==> config.mk <==
export PLATFORM = sky130hd
export DESIGN_NAME = exec_control_unit
export DESIGN_NICKNAME = d
export VERILOG_FILES = /design/src/rtl/exec_control_unit.sv
export SDC_FILE = /design/constraint.sdc
export NUM_CORES = 1
export LEC_CHECK = 0
export BUFFER_PORTS_ARGS = -buffer_cell sky130_fd_sc_hd__buf_2
export CORE_MARGIN = 2
export CORE_UTILIZATION = 54
export DETAILED_ROUTE_END_ITERATION = 8
export PLACE_DENSITY = 0.9
export SLEW_MARGIN = 20
export SYNTH_ARGS = -nofsm -noshare
export SYNTH_HDL_FRONTEND = slang
export SYNTH_SLANG_ARGS = --single-unit
export TNS_END_PERCENT = 50
==> constraint.sdc <==
create_clock -name clk -period 7.89 [get_ports clk]
set_clock_uncertainty 0.05 [all_clocks]
set_input_delay 1.1835 -clock clk [delete_from_list [all_inputs] [get_ports clk]]
set_output_delay 1.1835 -clock clk [all_outputs]
set_load 0.05 [all_outputs]
==> src/rtl/exec_control_unit.sv <==
// ---------------------------------------------------------------------------
// exec_control_unit
// Execute/control slice of the single-cycle MIPS-subset processor. Decodes
// the instruction word into datapath and PC-control strobes, extends the
// 16-bit immediate, picks the second ALU operand, runs the ALU and keeps the
// status-zero flag used by the bz/bnz status branches.
//
// Ports
//   clk           processor clock (st_z loads on the falling edge)
//   reset         asynchronous, active-high; clears st_z
//   instruction   current 32-bit instruction word
//   data_a        rs value, always ALU input 1
//   data_b        rt value, ALU input 2 when alu_src=0
//   reg_write .. mem_to_reg      datapath control strobes
//   is_jump .. need_st_z         PC-control strobes
//   alu_op        ALU operation (ADD,SUB,AND,OR,XOR,SLT,SLL,SRL)
//   pc_select     00 sequential/branch, 01 addr26 jump, 10 register jump
//   ext_imm16     sign- or zero-extended immediate
//   alu_out       ALU result
//   alu_zero      alu_out == 0
//   st_z          registered status-zero flag
// ---------------------------------------------------------------------------
module exec_control_unit (
  input  logic        clk,
  input  logic        reset,
  input  logic [31:0] instruction,
  input  logic [31:0] data_a,
  input  logic [31:0] data_b,
  output logic        reg_write,
  output logic        reg_dst,
  output logic        write_reg31,
  output logic        link,
  output logic        alu_src,
  output logic        ext_op,
  output logic        mem_write,
  output logic        mem_to_reg,
  output logic        is_jump,
  output logic        zero_branch,
  output logic        need_zero,
  output logic        status_branch,
  output logic        need_st_z,
  output logic [2:0]  alu_op,
  output logic [1:0]  pc_select,
  output logic [31:0] ext_imm16,
  output logic [31:0] alu_out,
  output logic        alu_zero,
  output logic        st_z
);

  typedef enum logic [2:0] {
    ALU_ADD = 3'b000,
    ALU_SUB = 3'b001,
    ALU_AND = 3'b010,
    ALU_OR  = 3'b011,
    ALU_XOR = 3'b100,
    ALU_SLT = 3'b101,
    ALU_SLL = 3'b110,
    ALU_SRL = 3'b111
  } aluOp_t;

  logic [5:0]  w_opcode;
  logic [5:0]  w_funct;
  logic [4:0]  w_shamt;
  logic [15:0] w_imm16;
  logic [31:0] w_aluIn2;
  logic [31:0] w_aluResult;
  logic        r_stZ;

  assign w_opcode = instruction[31:26];
  assign w_funct  = instruction[5:0];
  assign w_shamt  = instruction[10:6];
  assign w_imm16  = instruction[15:0];

  // Decoder. Anything not recognised keeps the defaults, which means no
  // register or memory write and sequential PC.
  always_comb begin
    reg_write     = 1'b0;
    reg_dst       = 1'b0;
    write_reg31   = 1'b0;
    link          = 1'b0;
    alu_src       = 1'b0;
    ext_op        = 1'b1;
    mem_write     = 1'b0;
    mem_to_reg    = 1'b0;
    is_jump       = 1'b0;
    zero_branch   = 1'b0;
    need_zero     = 1'b0;
    status_branch = 1'b0;
    need_st_z     = 1'b0;
    alu_op        = ALU_ADD;
    pc_select     = 2'b00;

    case (w_opcode)
      6'h00: begin
        case (w_funct)
          6'h20, 6'h21: begin reg_write = 1'b1; alu_op = ALU_ADD; end
          6'h22, 6'h23: begin reg_write = 1'b1; alu_op = ALU_SUB; end
          6'h24:        begin reg_write = 1'b1; alu_op = ALU_AND; end
          6'h25:        begin reg_write = 1'b1; alu_op = ALU_OR;  end
          6'h26:        begin reg_write = 1'b1; alu_op = ALU_XOR; end
          6'h2A:        begin reg_write = 1'b1; alu_op = ALU_SLT; end
          6'h00:        begin reg_write = 1'b1; alu_op = ALU_SLL; end
          6'h02:        begin reg_write = 1'b1; alu_op = ALU_SRL; end
          6'h08: begin
            is_jump   = 1'b1;
            pc_select = 2'b10;
          end
          default: ;
        endcase
      end
      6'h08, 6'h09: begin
        reg_write = 1'b1; reg_dst = 1'b1; alu_src = 1'b1;
        alu_op    = ALU_ADD;
      end
      6'h0A: begin
        reg_write = 1'b1; reg_dst = 1'b1; alu_src = 1'b1;
        alu_op    = ALU_SLT;
      end
      6'h0C: begin
        reg_write = 1'b1; reg_dst = 1'b1; alu_src = 1'b1;
        ext_op    = 1'b0; alu_op = ALU_AND;
      end
      6'h0D: begin
        reg_write = 1'b1; reg_dst = 1'b1; alu_src = 1'b1;
        ext_op    = 1'b0; alu_op = ALU_OR;
      end
      6'h0E: begin
        reg_write = 1'b1; reg_dst = 1'b1; alu_src = 1'b1;
        ext_op    = 1'b0; alu_op = ALU_XOR;
      end
      6'h23: begin
        reg_write  = 1'b1; reg_dst = 1'b1; alu_src = 1'b1;
        mem_to_reg = 1'b1;
      end
      6'h2B: begin
        alu_src   = 1'b1;
        mem_write = 1'b1;
      end
      6'h04: begin
        alu_op = ALU_SUB; zero_branch = 1'b1; need_zero = 1'b1;
      end
      6'h05: begin
        alu_op = ALU_SUB; zero_branch = 1'b1;
      end
      6'h06: begin
        status_branch = 1'b1; need_st_z = 1'b1;
      end
      6'h07: begin
        status_branch = 1'b1;
      end
      6'h02: begin
        is_jump = 1'b1; pc_select = 2'b01;
      end
      // jal leaves reg_write low: the r31 write is qualified outside this
      // block by branch_taken.
      6'h03: begin
        is_jump = 1'b1; pc_select = 2'b01;
        link    = 1'b1; write_reg31 = 1'b1;
      end
      default: ;
    endcase
  end

  assign ext_imm16 = ext_op ? {{16{w_imm16[15]}}, w_imm16} : {16'h0000, w_imm16};
  assign w_aluIn2  = alu_src ? ext_imm16 : data_b;

  // ALU. Shifts act on operand 2 by the shamt field, as MIPS sll/srl do.
  always_comb begin
    w_aluResult = 32'h0;
    case (alu_op)
      ALU_ADD: w_aluResult = data_a + w_aluIn2;
      ALU_SUB: w_aluResult = data_a - w_aluIn2;
      ALU_AND: w_aluResult = data_a & w_aluIn2;
      ALU_OR:  w_aluResult = data_a | w_aluIn2;
      ALU_XOR: w_aluResult = data_a ^ w_aluIn2;
      ALU_SLT: w_aluResult = {31'h0, ($signed(data_a) < $signed(w_aluIn2))};
      ALU_SLL: w_aluResult = w_aluIn2 << w_shamt;
      ALU_SRL: w_aluResult = w_aluIn2 >> w_shamt;
      default: w_aluResult = 32'h0;
    endcase
  end

  assign alu_out  = w_aluResult;
  assign alu_zero = (w_aluResult == 32'h0);

  // Status flag loads on the falling edge so the fetch unit can sample a
  // settled value on the next rising edge.
  always_ff @(negedge clk or posedge reset) begin
    if (reset) r_stZ <= 1'b0;
    else       r_stZ <= (w_aluResult == 32'h0);
  end

  assign st_z = r_stZ;

endmodule

==> results.sh, run 1 <==
export IMPL_syn_avg_cell_area_um2=6.55
export IMPL_yosysWarnings=0
export IMPL_synth_main_ff_cell="dfrtn_1"
export IMPL_synth_top_area_share_pct=11.9
export IMPL_portBuffers=171
export IMPL_ys_ff_latch=1
export IMPL_grt_pass1_vias=22800
export IMPL_yosysUniqueCellTypes=91
export IMPL_grt_pass1_wl_mm=143
export IMPL_start_util_pct=54.9
export IMPL_synth_top_area_cell="ha_1"
export IMPL_synth_cell_area_um2=10200
export IMPL_grt_ovfl_total=722
export IMPL_synth_edff_count=0
export IMPL_synth_area_leaders="ha_1 (12%), nand2_1 (5.8%), o21ai_0 (5.5%), a21oi_1 (5.1%), mux2i_1 (4.7%)"
export IMPL_synthesis_nets=1760
export IMPL_ctsHoldBuffers=0
export IMPL_ios=182
export IMPL_stop_error="[ERROR GRT-0116] Global routing finished with congestion. Check the congestion regions in the DRC Viewer."
export IMPL_postSynthCellCount=1563
export IMPL_outcome="stopped before the end"
export IMPL_die_h_um=142
export IMPL_gp_congestion=1.34
export IMPL_grt_start_max_net_pins=49
export IMPL_synth_async_reset_ratio_pct=100
export IMPL_rows=50
export IMPL_hpwl_mm=54.9
export IMPL_flow_stopped_at="global routing"
export IMPL_seq_area_frac_synth_pct=0.244
export IMPL_track_usage_pct=91.9
export IMPL_dieWidth_um=142
[cells in the mapped netlist, types with 24 or more instances]
library cell    n
inv_1         103
nor3_1         40
o22ai_1        32
nand2_1       158
nand3_1        43
buf_4          32
a21oi_1       105
o211ai_1       40
mux2i_1        48
nor2_1        128
a22oi_1        24
ha_1           97
a21o_1         24
o21ai_0       112
xnor2_1        25
clkbuf_1       89
a211oi_1       31
[cells by family after synthesis]
group           synth area share (%)
flops                          0.244
fa+ha+maj                       12.3
xor+xnor                        2.48
buf+inv                         11.5
mux                             11.1
compound gates                  39.0
simple gates                    23.4
[repair_timing]
item                       4_1_cts
pin swaps                       50
gates resized for setup        101
setup endpoints to repair        1
buffers inserted                24
cloned                           3
[routing by layer]
| metal | GRT usage, % | overflow |
|---|---|---|
| met3 | 81.7 | 42 |
| met4 | 100 | 236 |
| met2 | 106 | 401 |
| met5 | 57.9 | 1 |
| met1 | 86.1 | 42 |
[metrics by stage]
stage	instance area, µm²	cells	worst slack (ns)	setup TNS, ns
4_1_cts	16600	2480	-1.63	-1.63
3_5_place_dp	16000	2453	-2.02	-2.02
3_3_place_gp	16000	2453	-1.59	-1.59
2_1_floorplan	10800	1563	-1.84	-1.84
==> run 2, diff against run 1 <==
--- a/config.mk
+++ b/config.mk
@@ -7,9 +7,9 @@
 export LEC_CHECK = 0
 export BUFFER_PORTS_ARGS = -buffer_cell sky130_fd_sc_hd__buf_2
 export CORE_MARGIN = 2
-export CORE_UTILIZATION = 54
+export CORE_UTILIZATION = 40
 export DETAILED_ROUTE_END_ITERATION = 8
-export PLACE_DENSITY = 0.9
+export PLACE_DENSITY_LB_ADDON = 0.15
 export SLEW_MARGIN = 20
 export SYNTH_ARGS = -nofsm -noshare
 export SYNTH_HDL_FRONTEND = slang
==> constraint.sdc (replaced) <==
create_clock -name clk -period 10.3 [get_ports clk]
set_clock_uncertainty 0.05 [all_clocks]
set_input_delay 1.545 -clock clk [delete_from_list [all_inputs] [get_ports clk]]
set_output_delay 1.545 -clock clk [all_outputs]
set_load 0.05 [all_outputs]
==> run 2 against run 1 <==
Compared with the run above: the flow now finishes, with violations (setup timing); area after synthesis is the same; synthesized cell count stayed put.
==> results.sh, run 2 <==
export IMPL_syn_avg_cell_area_um2=6.55
export IMPL_maxSlewViolCount=0
export IMPL_largest_reg_flops=1
export IMPL_hp_start="instruction[13]"
export IMPL_track_usage_pct=43.0
export IMPL_synth_top_area_share_pct=11.9
export IMPL_die_area_um2=26900
export IMPL_fin_area_um2=16300
export IMPL_final_common_cell="buf_4"
export IMPL_worstSetupEndpointType="register"
export IMPL_drt_pass1_iterations=6
export IMPL_synth_area_leaders="ha_1 (12%), nand2_1 (5.8%), o21ai_0 (5.5%), a21oi_1 (5.1%), mux2i_1 (4.7%)"
export IMPL_synthesis_nets=1760
export IMPL_rsz0062_at_grt="yes"
export IMPL_fillers=2293
export IMPL_post_synth_top_count_cell="nand2_1"
export IMPL_final_cell_mix="buf_4 (559), buf_2 (167), nand2_1 (141), nor2_1 (123), a21oi_1 (100)"
export IMPL_core_um2=25200
export IMPL_layout_nets=2355
export IMPL_ios=182
export IMPL_layout_drive_gt1_share_pct=44.2
export IMPL_grt_start_max_net_pins=52
export IMPL_drv_cap=0
export IMPL_rows=58
export IMPL_postSynthCellCount=1563
export IMPL_vias=15700
export IMPL_violations="setup timing"
export IMPL_grt_pass1_vias=14500
export IMPL_finalHoldViolCount=0
export IMPL_hpwl_mm=49.6
export IMPL_synth_async_reset_ratio_pct=100
export IMPL_holdWs_ns=3.36
export IMPL_area_delta_synth_final_pct=59.0
export IMPL_arrival_ns=5.97
export IMPL_antenna_found_initial=1
export IMPL_register_area_um2=25.0
export IMPL_grt_ovfl_total=0
export IMPL_gp_congestion=1.06
export IMPL_fin_tns_setup_ns=-0.855
export IMPL_holdPathEnd="ext_imm16[13]"
export IMPL_hold_class="in -> out"
export IMPL_worstPathRequired_ns=5.11
export IMPL_synth_top_area_cell="ha_1"
export IMPL_yosysWarnings=0
export IMPL_clk_pin_slew_ns=0
export IMPL_hold_path_depth=2
export IMPL_start_kind="input port"
export IMPL_diodes=0
export IMPL_grt_pass1_wl_mm=87.8
export IMPL_setup_ws_ns=-0.855
export IMPL_wl_mm=60.3
export IMPL_synth_main_ff_cell="dfrtn_1"
export IMPL_viasPerCell=6.30
export IMPL_setup_viol=1
export IMPL_drt_iter0_drc=2099
export IMPL_vdd_drop_max_mv=0.112
export IMPL_critPathKind="in -> reg"
export IMPL_dieWidth_um=164
export IMPL_start_util_pct=40.6
export IMPL_pre_cts_ws_ns=-1.18
export IMPL_yosysUniqueCellTypes=91
export IMPL_p_leak_nw=7.82
export IMPL_cp_max_fo=5
export IMPL_synth_edff_count=0
export IMPL_multiInputGateArea_um2=10000
export IMPL_ys_ff_latch=1
export IMPL_portBuffers=171
export IMPL_p_per_area_nw_per_um2=78.9
export IMPL_synth_cell_area_um2=10200
export IMPL_worst_slew_pin_slew_ns=0.868
export IMPL_final_util_pct=64.6
export IMPL_synthTopCellsByCount="nand2_1 (158), nor2_1 (128), o21ai_0 (112)"
export IMPL_die_h_um=164
export IMPL_drc_errors=0
export IMPL_seq_area_frac_synth_pct=0.244
export IMPL_final_antenna_net_count=0
export IMPL_place_area_um2=15400
export IMPL_relSlewSlack_pct=41.9
export IMPL_outcome="finished, violations left"
export IMPL_detail_route_wl_per_cell_um=24.3
[run 2: metrics by stage]
stage | power [mW] | cells
after floorplan | 0.664 | 1563
after global routing | 1.34 | 2486
after global placement | 1.17 | 2456
after detailed placement | 1.18 | 2456
final | 1.28 | 2486
after CTS | 1.22 | 2475
[run 2: logic make-up after synthesis]
family,synth area share [%]
XOR/XNOR,2.48
multiplexers,11.1
adder cells (fa/ha/maj),12.3
AO/OA/AOI/OAI,39.0
flip-flops,0.244
AND/OR/NAND/NOR,23.4
buffers and inverters,11.5
[run 2: power breakdown]
part	switching [mW]	internal [mW]
Clock	0	0
Combinational	0.755	0.526
Sequential	0.00000000000209	0.00402
[run 2: per-layer routing]
metal	share of wire [%]	GRT usage, %
met1	40	57.0
met2	44	68.8
met3	11	8.69
met4	4.5	15.7
met5	0.018	0
[run 2: timing repair]
| item | CTS | global route |
|---|---|---|
| hold buffers | 0 | 0 |
| setup endpoints to repair | 1 | 1 |
| gates cloned | 3 | 0 |
| gates resized for setup | 86 | 47 |
| pin swaps | 45 | 27 |
| buffers inserted | 17 | 11 |
[run 2: worst max-delay path by stage]
stage / from / slack [ns] / endpoint
after floorplan: instruction[31] / -1.00 / st_z$_DFF_NP0_
after global placement: instruction[27] / -1.17 / st_z$_DFF_NP0_
after detailed placement: instruction[31] / -1.18 / st_z$_DFF_NP0_
after CTS: instruction[31] / -0.73 / st_z$_DFF_NP0_
after global routing: instruction[29] / -1.0 / st_z$_DFF_NP0_
final: instruction[26] / -0.85 / st_z$_DFF_NP0_
[run 2: cell type report]
class                      instances  area share [%]
tap                              330            2.54
sequential                         1           0.154
multi-input combinational       1298            61.5
inverter                         110            2.67
timing repair buffer             747            33.1
[run 2: critical path, stage by stage]
cell,delay (ns)
buf_6,0.11
and2_4,0.17
o22ai_4,0.22
buf_4,0.16
buf_6,0.10
nand3_1,0.09
and2_4,0.17
buf_4,0.14
ha_4,0.27
inv_1,0.08
a211oi_4,0.38
a2111oi_4,0.14
o31ai_4,0.40
buf_6,0.17
nand2_1,0.10
buf_4,0.15
a311o_1,0.28
o311ai_2,0.08
mux2i_1,0.28
nand4_1,0.18
nor4_2,0.30
buf_4,0.17
nand4_1,0.15
nor2_4,0.12
(Power assumes the default switching activity.)
